$ cat src/rtl/fetch_stage.sv
// Instruction-fetch stage: owns the PC, addresses the IROM and fills the IF/ID register.
// Handles stall and EX redirects, and keeps fetch/flush performance counters.
module fetch_stage #(
  parameter logic [31:0] RESET_PC = 32'h0000_0000
) (
  input  logic        cpu_clk,
  input  logic        cpu_rst,
  input  logic        stall,
  input  logic        redirect,
  input  logic [31:0] redirect_pc,
  output logic [31:0] inst_addr,
  input  logic [31:0] inst_in,
  output logic [31:0] id_pc,
  output logic [31:0] id_pc4,
  output logic [31:0] id_inst,
  output logic        id_valid,
  output logic [31:0] fetch_cnt,
  output logic [31:0] flush_cnt
);

  logic [31:0] pc_q, pc_d;
  logic [31:0] id_pc_q, id_pc_d;
  logic [31:0] id_pc4_q, id_pc4_d;
  logic [31:0] id_inst_q, id_inst_d;
  logic        id_valid_q, id_valid_d;
  logic [31:0] fetch_cnt_q, fetch_cnt_d;
  logic [31:0] flush_cnt_q, flush_cnt_d;
  logic [31:0] pc_plus4;

  assign pc_plus4 = pc_q + 32'd4;

  // Priority: redirect > stall > advance. A redirect squashes the wrong-path fetch.
  always_comb begin
    pc_d        = pc_q;
    id_pc_d     = id_pc_q;
    id_pc4_d    = id_pc4_q;
    id_inst_d   = id_inst_q;
    id_valid_d  = id_valid_q;
    fetch_cnt_d = fetch_cnt_q;
    flush_cnt_d = flush_cnt_q;
    if (redirect) begin
      pc_d        = {redirect_pc[31:2], 2'b00};
      id_pc_d     = 32'd0;
      id_pc4_d    = 32'd0;
      id_inst_d   = 32'd0;
      id_valid_d  = 1'b0;
      flush_cnt_d = flush_cnt_q + 32'd1;
    end else if (!stall) begin
      pc_d        = pc_plus4;
      id_pc_d     = pc_q;
      id_pc4_d    = pc_plus4;
      id_inst_d   = inst_in;
      id_valid_d  = 1'b1;
      fetch_cnt_d = fetch_cnt_q + 32'd1;
    end
  end

  always_ff @(posedge cpu_clk or posedge cpu_rst) begin
    if (cpu_rst) begin
      pc_q        <= RESET_PC;
      id_pc_q     <= 32'd0;
      id_pc4_q    <= 32'd0;
      id_inst_q   <= 32'd0;
      id_valid_q  <= 1'b0;
      fetch_cnt_q <= 32'd0;
      flush_cnt_q <= 32'd0;
    end else begin
      pc_q        <= pc_d;
      id_pc_q     <= id_pc_d;
      id_pc4_q    <= id_pc4_d;
      id_inst_q   <= id_inst_d;
      id_valid_q  <= id_valid_d;
      fetch_cnt_q <= fetch_cnt_d;
      flush_cnt_q <= flush_cnt_d;
    end
  end

  assign inst_addr = pc_q;
  assign id_pc     = id_pc_q;
  assign id_pc4    = id_pc4_q;
  assign id_inst   = id_inst_q;
  assign id_valid  = id_valid_q;
  assign fetch_cnt = fetch_cnt_q;
  assign flush_cnt = flush_cnt_q;

endmodule

$ cat config.mk
export PLATFORM = sky130hd
export DESIGN_NAME = fetch_stage
export DESIGN_NICKNAME = d
export VERILOG_FILES = /design/src/rtl/fetch_stage.sv
export SDC_FILE = /design/constraint.sdc
export NUM_CORES = 1
export LEC_CHECK = 0
export BUFFER_PORTS_ARGS = -buffer_cell sky130_fd_sc_hd__buf_4
export CAP_MARGIN = 40
export CORE_AREA = 3 3 117 175
export DETAILED_ROUTE_END_ITERATION = 12
export DIE_AREA = 0 0 120 178
export PLACE_DENSITY = 0.76
export SLEW_MARGIN = 20
export SYNTH_ARGS = -nofsm -noshare
export SYNTH_HDL_FRONTEND = slang
export SYNTH_SLANG_ARGS = --single-unit
export TNS_END_PERCENT = 30
$ cat constraint.sdc
create_clock -name cpu_clk -period 5.95 [get_ports cpu_clk]
set_input_delay 1.19 -clock cpu_clk [delete_from_list [all_inputs] [get_ports cpu_clk]]
set_output_delay 1.19 -clock cpu_clk [all_outputs]
set_load 0.01 [all_outputs]
==> flow_metrics.py, run 1 <==
metrics = {
    "global_route": {
        "grt_pass1_wl_mm": 36.2,
        "grt_max_degree": 105,
        "grt.total_usage_pct": 21.2,
        "grt_overflow": 0,
        "antenna_found_initial": 0,
        "grt_pass1_vias": 6907,
    },
    "logic_synthesis": {
        "synth_edf_count": 0,
        "synthCells": 853,
        "synth_largest_area_cell": "dfrtp_1",
        "yosys-top-cells-area": "dfrtp_1, xnor2_1, mux2i_1, nor2_1, xor2_1",
        "synthTopCellsByCount": "dfrtp_1, nor2_1, xnor2_1",
        "async_reset_ff_share_pct": 100,
        "ys.flop_type": "dfrtp_1",
        "synth_top_area_share_pct": 52.7,
        "syn_area_mm2": 0.00893,
        "syn-mean-instance-area_um2": 10.5,
        "ys_ff_latch": 188,
        "yosysWarnings": 0,
        "yosysSeqAreaShare_pct": 52.7,
        "yosysUniqueCellTypes": 44,
        "yosysMostFrequentCell": "dfrtp_1",
    },
    "clock_network": {
        "cts_root_buf": "clkbuf_16",
        "cts_tree": "built",
        "cts_hold_buf": 0,
        "cts_resized": 0,
        "clk_latency_ps": 430,
        "clk_path_buf_depth": 2,
        "cts_max_level": 4,
        "post_cts_buffers": 0,
        "cts_buffers": 17,
        "cts.sinks": 188,
        "clk_pin_slew_ps": 70,
    },
    "route": {
        "drtIter0Drc": 274,
        "viasPerCell": 5.07,
        "wl_mm": 22.5,
        "dr.pass1.iters": 4,
        "remaining_drc_errors": 0,
        "ant_nets": 0,
        "num_vias": 6795,
        "routedWlPerCell_um": 16.8,
    },
    "floorplanning": {
        "die_h_um": 178,
        "core_mm2": 0.0192,
        "die_area_mm2": 0.0214,
        "dieWidth_um": 120,
        "ios": 261,
        "initial_core_util_pct": 46.6,
        "rows": 62,
    },
    "critical_path": {
        "crit_type": "in2reg",
        "r2r_end": "inst_addr[30]",
        "crit_required_ps": 6310,
        "critPathArrivalTime_ps": 3080,
        "reg2reg_from": "inst_addr[2]",
        "cp_max_fo": 33,
        "crit_chain": "buf_4 > buf_4 > nor4bb_1 > nand2_1 > nor2_1 > and3_1 > xor2_1",
        "slowest_delay_ps": 640,
        "r2r_slack_ps": 3380,
        "r2r_cells": 6,
        "cp-end-kind": "flip-flop",
        "cpMostUsedCell": "buf_4",
        "critPathSlowestCell": "nor4bb_1",
        "cp-start-kind": "input pin",
    },
    "placement": {
        "placed_area_mm2": 0.0109,
        "globalplace.congestion": 0.791,
        "port_buffers": 256,
        "hpwl_mm": 15.8,
        "place_inst": 1308,
        "place_ws_ps": 2780,
    },
    "sta": {
        "skew_ps": 6.53,
        "max_freq_mhz": 367,
        "period_share_pct": 45.8,
        "hold_viol": 0,
        "rsz0062_at_grt": "false",
        "finalCriticalPeriod_ps": 2720,
        "final-max-slew-violation-count": 0,
        "slew_headroom_pct": 46.5,
        "tightest_slew_ps": 802,
        "fin_ws_ps": 3230,
        "fin_tns_setup_ps": 0,
        "setup_viol": 0,
    },
    "final_layout": {
        "instances_no_fill": 1339,
        "final_area_mm2": 0.0115,
        "area_delta_synth_final_pct": 29.1,
        "antenna-diode-count": 0,
        "final_nets": 1142,
        "drive_gt1_share_pct": 28.9,
    },
    "power": {
        "power.density_mw_per_mm2": 283,
        "leakagePower_nw": 5.63,
        "power_mw": 3.27,
        "vdd_drop_max_v": 0.000155,
    },
    "min_path": {
        "hp-class": "reg2reg",
        "min-delay-start": "flush_cnt[31]",
        "min_to": "flush_cnt[31]",
        "hold_depth": 1,
    },
    "flow_run": {
        "cap_violations": 0,
    },
    "status": {
        "status": "complete, no violations",
    },
}
[worst max-delay path: cells and delay by family]
family        cells  cell delay (ps)
xor+xnor          1              140
simple gates      4             1390
buf+inv           2              360
[cell usage in the layout, fill, tap and decap left out, drive strengths merged, types with 25 or more instances in the layout]
cell type | netlist | layout
mux2i | 67 | 67
xor2 | 38 | 38
clkbuf | 38 | 25
dfrtp | 188 | 188
o21ai | 30 | 30
xnor2 | 80 | 80
nand3 | 26 | 26
nor2 | 105 | 105
buf | 28 | 266
nand4 | 29 | 29
nor3 | 27 | 27
nand2 | 68 | 68
[state kept, by name (all words and copies together), names as in the netlist]
signal / flops
fetch_cnt: 32
flush_cnt: 32
id_inst: 32
id_pc: 31
id_pc4: 30
inst_addr: 30
id_valid: 1
[cells by family after synthesis]
kind of cell	share of synthesized area [%]
AND/OR/NAND/NOR	17.1
AO/OA/AOI/OAI	4.62
other	0.0420
buffers and inverters	5.53
flip-flops	52.7
multiplexers	8.01
XOR/XNOR	11.6
adder cells (fa/ha/maj)	0.420
[where the power goes]
| part | internal [mW] | total, mW | leakage, nW | switching, mW |
|---|---|---|---|---|
| sequential | 1.38 | 1.52 | 2.47 | 0.141 |
| clock | 0.747 | 1.22 | 0.304 | 0.477 |
| combinational | 0.270 | 0.521 | 2.85 | 0.251 |
[per-stage QoR]
stage                     hold slack [ps]  utilization [%]
after global routing                  509             60.2
after global placement                462             56.5
after detailed placement              466             56.9
after floorplan                       504                -
after CTS                             476             60.2
final                                 470             60.2
[cell type report]
cell class / count / area, µm²
sequential: 188 / 4700
multi-input combinational: 573 / 3740
timing repair buffer: 266 / 2050
tap: 256 / 320
clock inverter: 6 / 133
clock buffer: 25 / 495
inverter: 25 / 97.6
fill: 1612 / 7630
[layer usage]
layer / global-route usage, % / wire length [µm] / part of all wire, %
met5: 0 / 0 / 0
met4: 6.74 / 413 / 1.8
met3: 5.46 / 1150 / 5.1
met2: 37.3 / 11800 / 53
met1: 25.4 / 9090 / 40
[how the worst max path moves through the flow]
stage             start       endpoint  slack, ps  cells past startpoint
6_report       redirect  fetch_cnt[12]       3230                      7
5_1_grt        redirect  fetch_cnt[12]       3070                      7
4_1_cts        redirect  fetch_cnt[12]       3230                      7
3_5_place_dp   redirect  fetch_cnt[12]       2780                      7
3_3_place_gp   redirect  fetch_cnt[12]       2530                      7
2_1_floorplan   cpu_rst   fetch_cnt[0]       2340                      1
(Power assumes the default switching activity.)
==> run 2: changes to the inputs <==
==> constraint.sdc (replaced) <==
create_clock -name cpu_clk -period 2.5 [get_ports cpu_clk]
set_input_delay 0.5 -clock cpu_clk [delete_from_list [all_inputs] [get_ports cpu_clk]]
set_output_delay 0.5 -clock cpu_clk [all_outputs]
set_load 0.01 [all_outputs]
==> run 2 against run 1 <==
Effect of this change: register-to-register slack worse by 3200 ps; worst setup slack got worse by 3000 ps; utilization increased by 0.97 points; via count is 0.53% higher; critical path depth unchanged; die area unchanged; clock power increased by 120%; global-route usage increased by 0.30 points; critical path type is now reg2reg; critical endpoint is now inst_addr[30].
==> flow_metrics.py, run 2 (synthesized netlist as in run 1, its figures left out) <==
metrics = {
    "status": {
        "status": "complete, no violations",
    },
    "route": {
        "ant_nets": 0,
        "wl_mm": 22.9,
        "num_vias": 6831,
        "dr.pass1.iters": 5,
        "drtIter0Drc": 275,
        "remaining_drc_errors": 0,
        "routedWlPerCell_um": 16.8,
        "viasPerCell": 5.02,
    },
    "placement": {
        "port_buffers": 256,
        "hpwl_mm": 16.5,
        "globalplace.congestion": 0.823,
    },
    "min_path": {
        "hp-class": "in2async",
    },
    "power": {
        "power_switching_mw": 2.14,
        "intPower_mw": 5.50,
        "power.density_mw_per_mm2": 653,
        "leakagePower_nw": 5.72,
        "vdd_drop_max_v": 0.000443,
        "p_seq_share_pct": 46.9,
        "power_mw": 7.65,
        "sw_frac_of_total_pct": 28.1,
        "power_frac_comb_pct": 17.4,
        "clkPwrFrac_pct": 35.7,
    },
    "global_route": {
        "grt_pass1_wl_mm": 36.7,
        "grt_max_degree": 130,
        "grt_overflow": 0,
        "grt_pass1_vias": 6974,
        "grt.total_usage_pct": 21.5,
        "antenna_found_initial": 0,
    },
    "clock_network": {
        "cts_root_buf": "clkbuf_16",
        "post_cts_buffers": 0,
        "clk_path_buf_depth": 2,
        "cts_tree": "built",
        "cts_resized": 0,
        "clk_pin_slew_ps": 70,
        "clk_latency_ps": 440,
        "cts_max_level": 4,
        "cts.sinks": 188,
        "cts_hold_buf": 0,
        "cts_buffers": 17,
    },
    "final_layout": {
        "final_nets": 1164,
        "antenna-diode-count": 0,
        "final_common_cell": "buf_4",
        "utilization_pct": 61.2,
        "nFillCells": 1612,
        "layout_common_cells": "buf_4, dfrtp_1, nor2_1, xnor2_1, nand2_1",
        "multi_input_area_mm2": 0.00374,
        "drive_gt1_share_pct": 30.7,
        "seq_area_mm2": 0.00470,
        "area_delta_synth_final_pct": 31.2,
    },
    "floorplanning": {
        "dieWidth_um": 120,
        "core_mm2": 0.0192,
        "initial_core_util_pct": 46.6,
        "die_area_mm2": 0.0214,
        "die_h_um": 178,
        "ios": 261,
        "rows": 62,
    },
    "sta": {
        "finalCriticalPeriod_ps": 2310,
        "setup_viol": 0,
        "final-max-slew-violation-count": 0,
        "period_share_pct": 92.3,
        "skew_ps": 8.17,
        "max_freq_mhz": 433,
        "hold_viol": 0,
        "rsz0062_at_grt": "false",
        "slew_headroom_pct": 51.4,
        "tightest_slew_ps": 727,
    },
    "critical_path": {
        "critPathArrivalTime_ps": 2600,
        "cp-end-kind": "flip-flop",
        "crit_type": "reg2reg",
        "r2r_cells": 7,
        "crit_required_ps": 2790,
        "cp-start-kind": "flip-flop",
        "cp_max_fo": 19,
    },
    "flow_run": {
        "cap_violations": 0,
    },
}
run 2: cell count changes in the layout (fill, tap and decap cells not counted), moves of 3 or more:
cell	previous run	this run
clkinvlp_4	2	6
buf_12	1	8
buf_2	3	0
buf_4	259	279
clkbuf_1	4	1
run 2: stage by stage:
| stage | instances | setup slack (ps) | hold WS [ps] | TNS, ps | cell area [µm²] |
|---|---|---|---|---|---|
| 6_report | 1362 | 193 | 193 | 0 | 11700 |
| 5_1_grt | 1362 | 67.6 | 210 | 0 | 11700 |
| 4_1_cts | 1362 | 180 | 194 | 0 | 11700 |
| 3_5_place_dp | 1330 | 194 | 458 | 0 | 11100 |
| 3_3_place_gp | 1330 | 220 | 461 | 0 | 11100 |
| 2_1_floorplan | 854 | -420 | 504 | -79050 | 8940 |
run 2: power by group through the flow:
stage / logic (mW) / clock network [mW] / registers (mW)
2_1_floorplan: 0.625 / 0 / 3.66
3_3_place_gp: 1.32 / 0 / 3.63
3_5_place_dp: 1.35 / 0 / 3.64
4_1_cts: 1.35 / 2.78 / 3.59
5_1_grt: 1.46 / 2.92 / 3.63
6_report: 1.33 / 2.73 / 3.59
run 2: area by class of cell:
| class | count | share of cell area (%) |
|---|---|---|
| Inverter | 25 | 0.833 |
| Timing Repair Buffer | 288 | 19.3 |
| Clock buffer | 20 | 3.90 |
| Sequential cell | 188 | 40.1 |
| Clock inverter | 12 | 1.17 |
| Tap cell | 256 | 2.73 |
| Multi-Input combinational cell | 573 | 31.9 |
run 2: path summary, 6_finish.rpt:
check / end / slack [ps] / from
min: inst_addr[8] / 190 / cpu_rst
max: inst_addr[30] / 190 / inst_addr[3]
max reg2reg: inst_addr[30] / 190 / inst_addr[3]
min reg2reg: flush_cnt[31] / 480 / flush_cnt[31]
max in group asynchronous: id_pc[17] / 1690 / cpu_rst
min in group cpu_clk: inst_addr[10] / 270 / redirect_pc[10]
run 2: critical path, stage by stage (launching register included):
cell,delay (ps)
dfrtp_1,430
ha_1,240
nand3_1,170
or4_1,560
buf_4,230
nor3b_1,290
xnor2_1,150
o21ai_0,90
run 2: layer usage:
metal	track usage (%)	share of wire (%)	routed length, µm	vias to the layer above
li1	-	-	-	3309
met1	25.6	40	9110	3325
met2	38.4	53	12200	175
met3	4.51	5.0	1140	22
met4	7.60	1.8	420	0
met5	0	0	0	-
==> run 3: changes to the inputs <==
--- a/config.mk
+++ b/config.mk
@@ -5,6 +5,7 @@
 export SDC_FILE = /design/constraint.sdc
 export NUM_CORES = 1
 export LEC_CHECK = 0
+export ABC_CLOCK_PERIOD_IN_PS = 2500
 export BUFFER_PORTS_ARGS = -buffer_cell sky130_fd_sc_hd__buf_4
 export CAP_MARGIN = 40
 export CORE_AREA = 3 3 117 175
==> constraint.sdc (replaced) <==
create_clock -name cpu_clk -period 2.5 [get_ports cpu_clk]
set_input_delay 0.125 -clock cpu_clk [delete_from_list [all_inputs] [get_ports cpu_clk]]
set_output_delay 0.125 -clock cpu_clk [all_outputs]
set_load 0.01 [all_outputs]
==> run 3 against run 2 <==
Effect of this change: routed wire length grew 2.5%; clock-buffer cell count is 1 lower; via count increased by 4.7%; cell count increased by 4.0%; final area rose by 4.4%; combinational power is 5% higher; critical endpoint is now inst_addr[28]; global-route usage grew 0.58 points; highest routed layer unchanged; flip-flop and latch count stayed put; die area is the same.
==> flow_metrics.py, run 3 (synthesized netlist as in run 1, its figures left out) <==
metrics = {
    "status": {
        "status": "complete, no violations",
    },
    "power": {
        "clkPwrFrac_pct": 35.8,
        "sw_frac_of_total_pct": 28.4,
        "intPower_mw": 5.55,
        "power_frac_comb_pct": 17.9,
        "p_seq_share_pct": 46.2,
        "power_switching_mw": 2.20,
        "leakagePower_nw": 5.94,
        "vdd_drop_max_v": 0.000430,
        "power_mw": 7.75,
        "power.density_mw_per_mm2": 633,
    },
    "final_layout": {
        "final_nets": 1218,
        "instances_no_fill": 1416,
        "utilization_pct": 63.9,
        "final_area_mm2": 0.0122,
        "multi_input_area_mm2": 0.00374,
        "area_delta_synth_final_pct": 37.0,
        "nFillCells": 1516,
        "seq_area_mm2": 0.00470,
        "layout_common_cells": "buf_4, dfrtp_1, nor2_1, xnor2_1, nand2_1",
        "drive_gt1_share_pct": 28.4,
        "final_common_cell": "buf_4",
    },
    "floorplanning": {
        "rows": 62,
        "initial_core_util_pct": 46.6,
        "core_mm2": 0.0192,
        "die_area_mm2": 0.0214,
        "dieWidth_um": 120,
        "ios": 261,
        "die_h_um": 178,
    },
    "sta": {
        "hold_viol": 0,
        "fin_ws_ps": 184,
        "tightest_slew_ps": 726,
        "slew_headroom_pct": 51.6,
        "skew_ps": 8.87,
        "hold_ws_ps": 116,
        "fin_tns_setup_ps": 0,
        "finalCriticalPeriod_ps": 2320,
        "final-max-slew-violation-count": 0,
        "setup_viol": 0,
        "rsz0062_at_grt": "false",
        "period_share_pct": 92.6,
        "max_freq_mhz": 432,
    },
    "clock_network": {
        "clk_pin_slew_ps": 70,
        "cts_tree": "built",
        "clk_latency_ps": 430,
        "cts_root_buf": "clkbuf_16",
        "cts.sinks": 188,
        "cts_resized": 0,
        "clk_path_buf_depth": 2,
        "cts_buffers": 17,
        "cts_max_level": 4,
    },
    "route": {
        "wl_met3_mm": 1.24,
        "viasPerCell": 5.05,
        "wl_met2_mm": 12.3,
        "wl_mm": 23.5,
        "routedWlPerCell_um": 16.6,
        "num_vias": 7153,
        "m1WireLength_mm": 9.11,
        "ant_nets": 0,
        "highest_layer": "met4",
        "drtIter0Drc": 313,
        "remaining_drc_errors": 0,
        "dr.pass1.iters": 4,
    },
    "critical_path": {
        "r2r_slack_ps": 180,
        "slowest_delay_ps": 560,
        "r2r_end": "inst_addr[28]",
        "cp-start-kind": "flip-flop",
        "crit_required_ps": 2770,
        "reg2reg_from": "inst_addr[2]",
        "crit_chain": "ha_1 > nand3_1 > or4_1 > buf_4 > nor4_2 > xnor2_1 > o21ai_0",
        "critPathSlowestCell": "or4_1",
        "cp-end-kind": "flip-flop",
        "crit_type": "reg2reg",
        "cp_max_fo": 19,
        "critPathArrivalTime_ps": 2590,
        "r2r_cells": 7,
    },
    "placement": {
        "placed_area_mm2": 0.0110,
        "place_inst": 1321,
        "place_ws_ps": 199,
        "hpwl_mm": 16.4,
        "globalplace.congestion": 0.795,
        "port_buffers": 256,
    },
    "min_path": {
        "hold_depth": 3,
        "hp-class": "in2reg",
        "min_to": "flush_cnt[3]",
        "min-delay-start": "redirect",
    },
    "global_route": {
        "grt_overflow": 0,
        "grt_max_degree": 114,
        "antenna_found_initial": 0,
        "grt.total_usage_pct": 22.1,
        "grt_pass1_wl_mm": 38.0,
        "grt_pass1_vias": 7334,
    },
    "flow_run": {
        "cap_violations": 0,
    },
}
## run 3: cell types whose count changed in the layout (fill, tap and decap cells not counted), sizes merged
cell	change
diode	+1
inv	+5
clkinv	-1
clkinvlp	-4
clkbuf	-1
buf	-9
dlygate4sd3	+63
## run 3: final cells by class
| type | instances | share of cell area, % |
|---|---|---|
| multi-input cells | 573 | 30.5 |
| clock buffers | 19 | 3.62 |
| clock inverters | 12 | 1.26 |
| inverters | 25 | 0.798 |
| repair buffers | 342 | 22.7 |
| well taps | 256 | 2.62 |
| flip-flops and latches | 188 | 38.4 |
| diodes | 1 | 0.0204 |
## run 3: worst max-delay path by stage
stage / from / to / slack [ps] / cells after the start
floorplan: cpu_rst / fetch_cnt[0] / -50 / 1
global placement: inst_addr[2] / inst_addr[28] / 250 / 7
detailed placement: inst_addr[2] / inst_addr[28] / 200 / 7
CTS: inst_addr[3] / inst_addr[28] / 180 / 7
global route: inst_addr[3] / inst_addr[28] / 3 / 7
finish: inst_addr[2] / inst_addr[28] / 180 / 7
## run 3: power by group through the flow
| stage | clock network (mW) | registers, mW | logic [mW] |
|---|---|---|---|
| global route | 2.97 | 3.63 | 1.52 |
| detailed placement | 0 | 3.64 | 1.32 |
| CTS | 2.84 | 3.58 | 1.41 |
| finish | 2.78 | 3.58 | 1.39 |
| global placement | 0 | 3.63 | 1.29 |
| floorplan | 0 | 3.66 | 0.625 |
## run 3: repair_timing
| item | CTS | global route |
|---|---|---|
| hold buffers | 63 | 0 |
| buffers inserted | 0 | 0 |
| endpoints found under the hold margin | 83 | 0 |
## run 3: critical path: cells and delay by family (launching register included)
kind	cells	cell delay [ps]
and+or+nand+nor	3	1030
buffers and inverters	1	240
AOI/OAI and AO/OA	1	80
xor gates and xnor gates	1	150
adders and majority gates	1	240
DFF	1	440
## run 3: routing by layer
metal / global-route usage (%) / vias to the layer above
li1: - / 3421
met1: 26.4 / 3462
met2: 37.7 / 216
met3: 5.27 / 54
met4: 10.2 / 0
met5: 0 / -
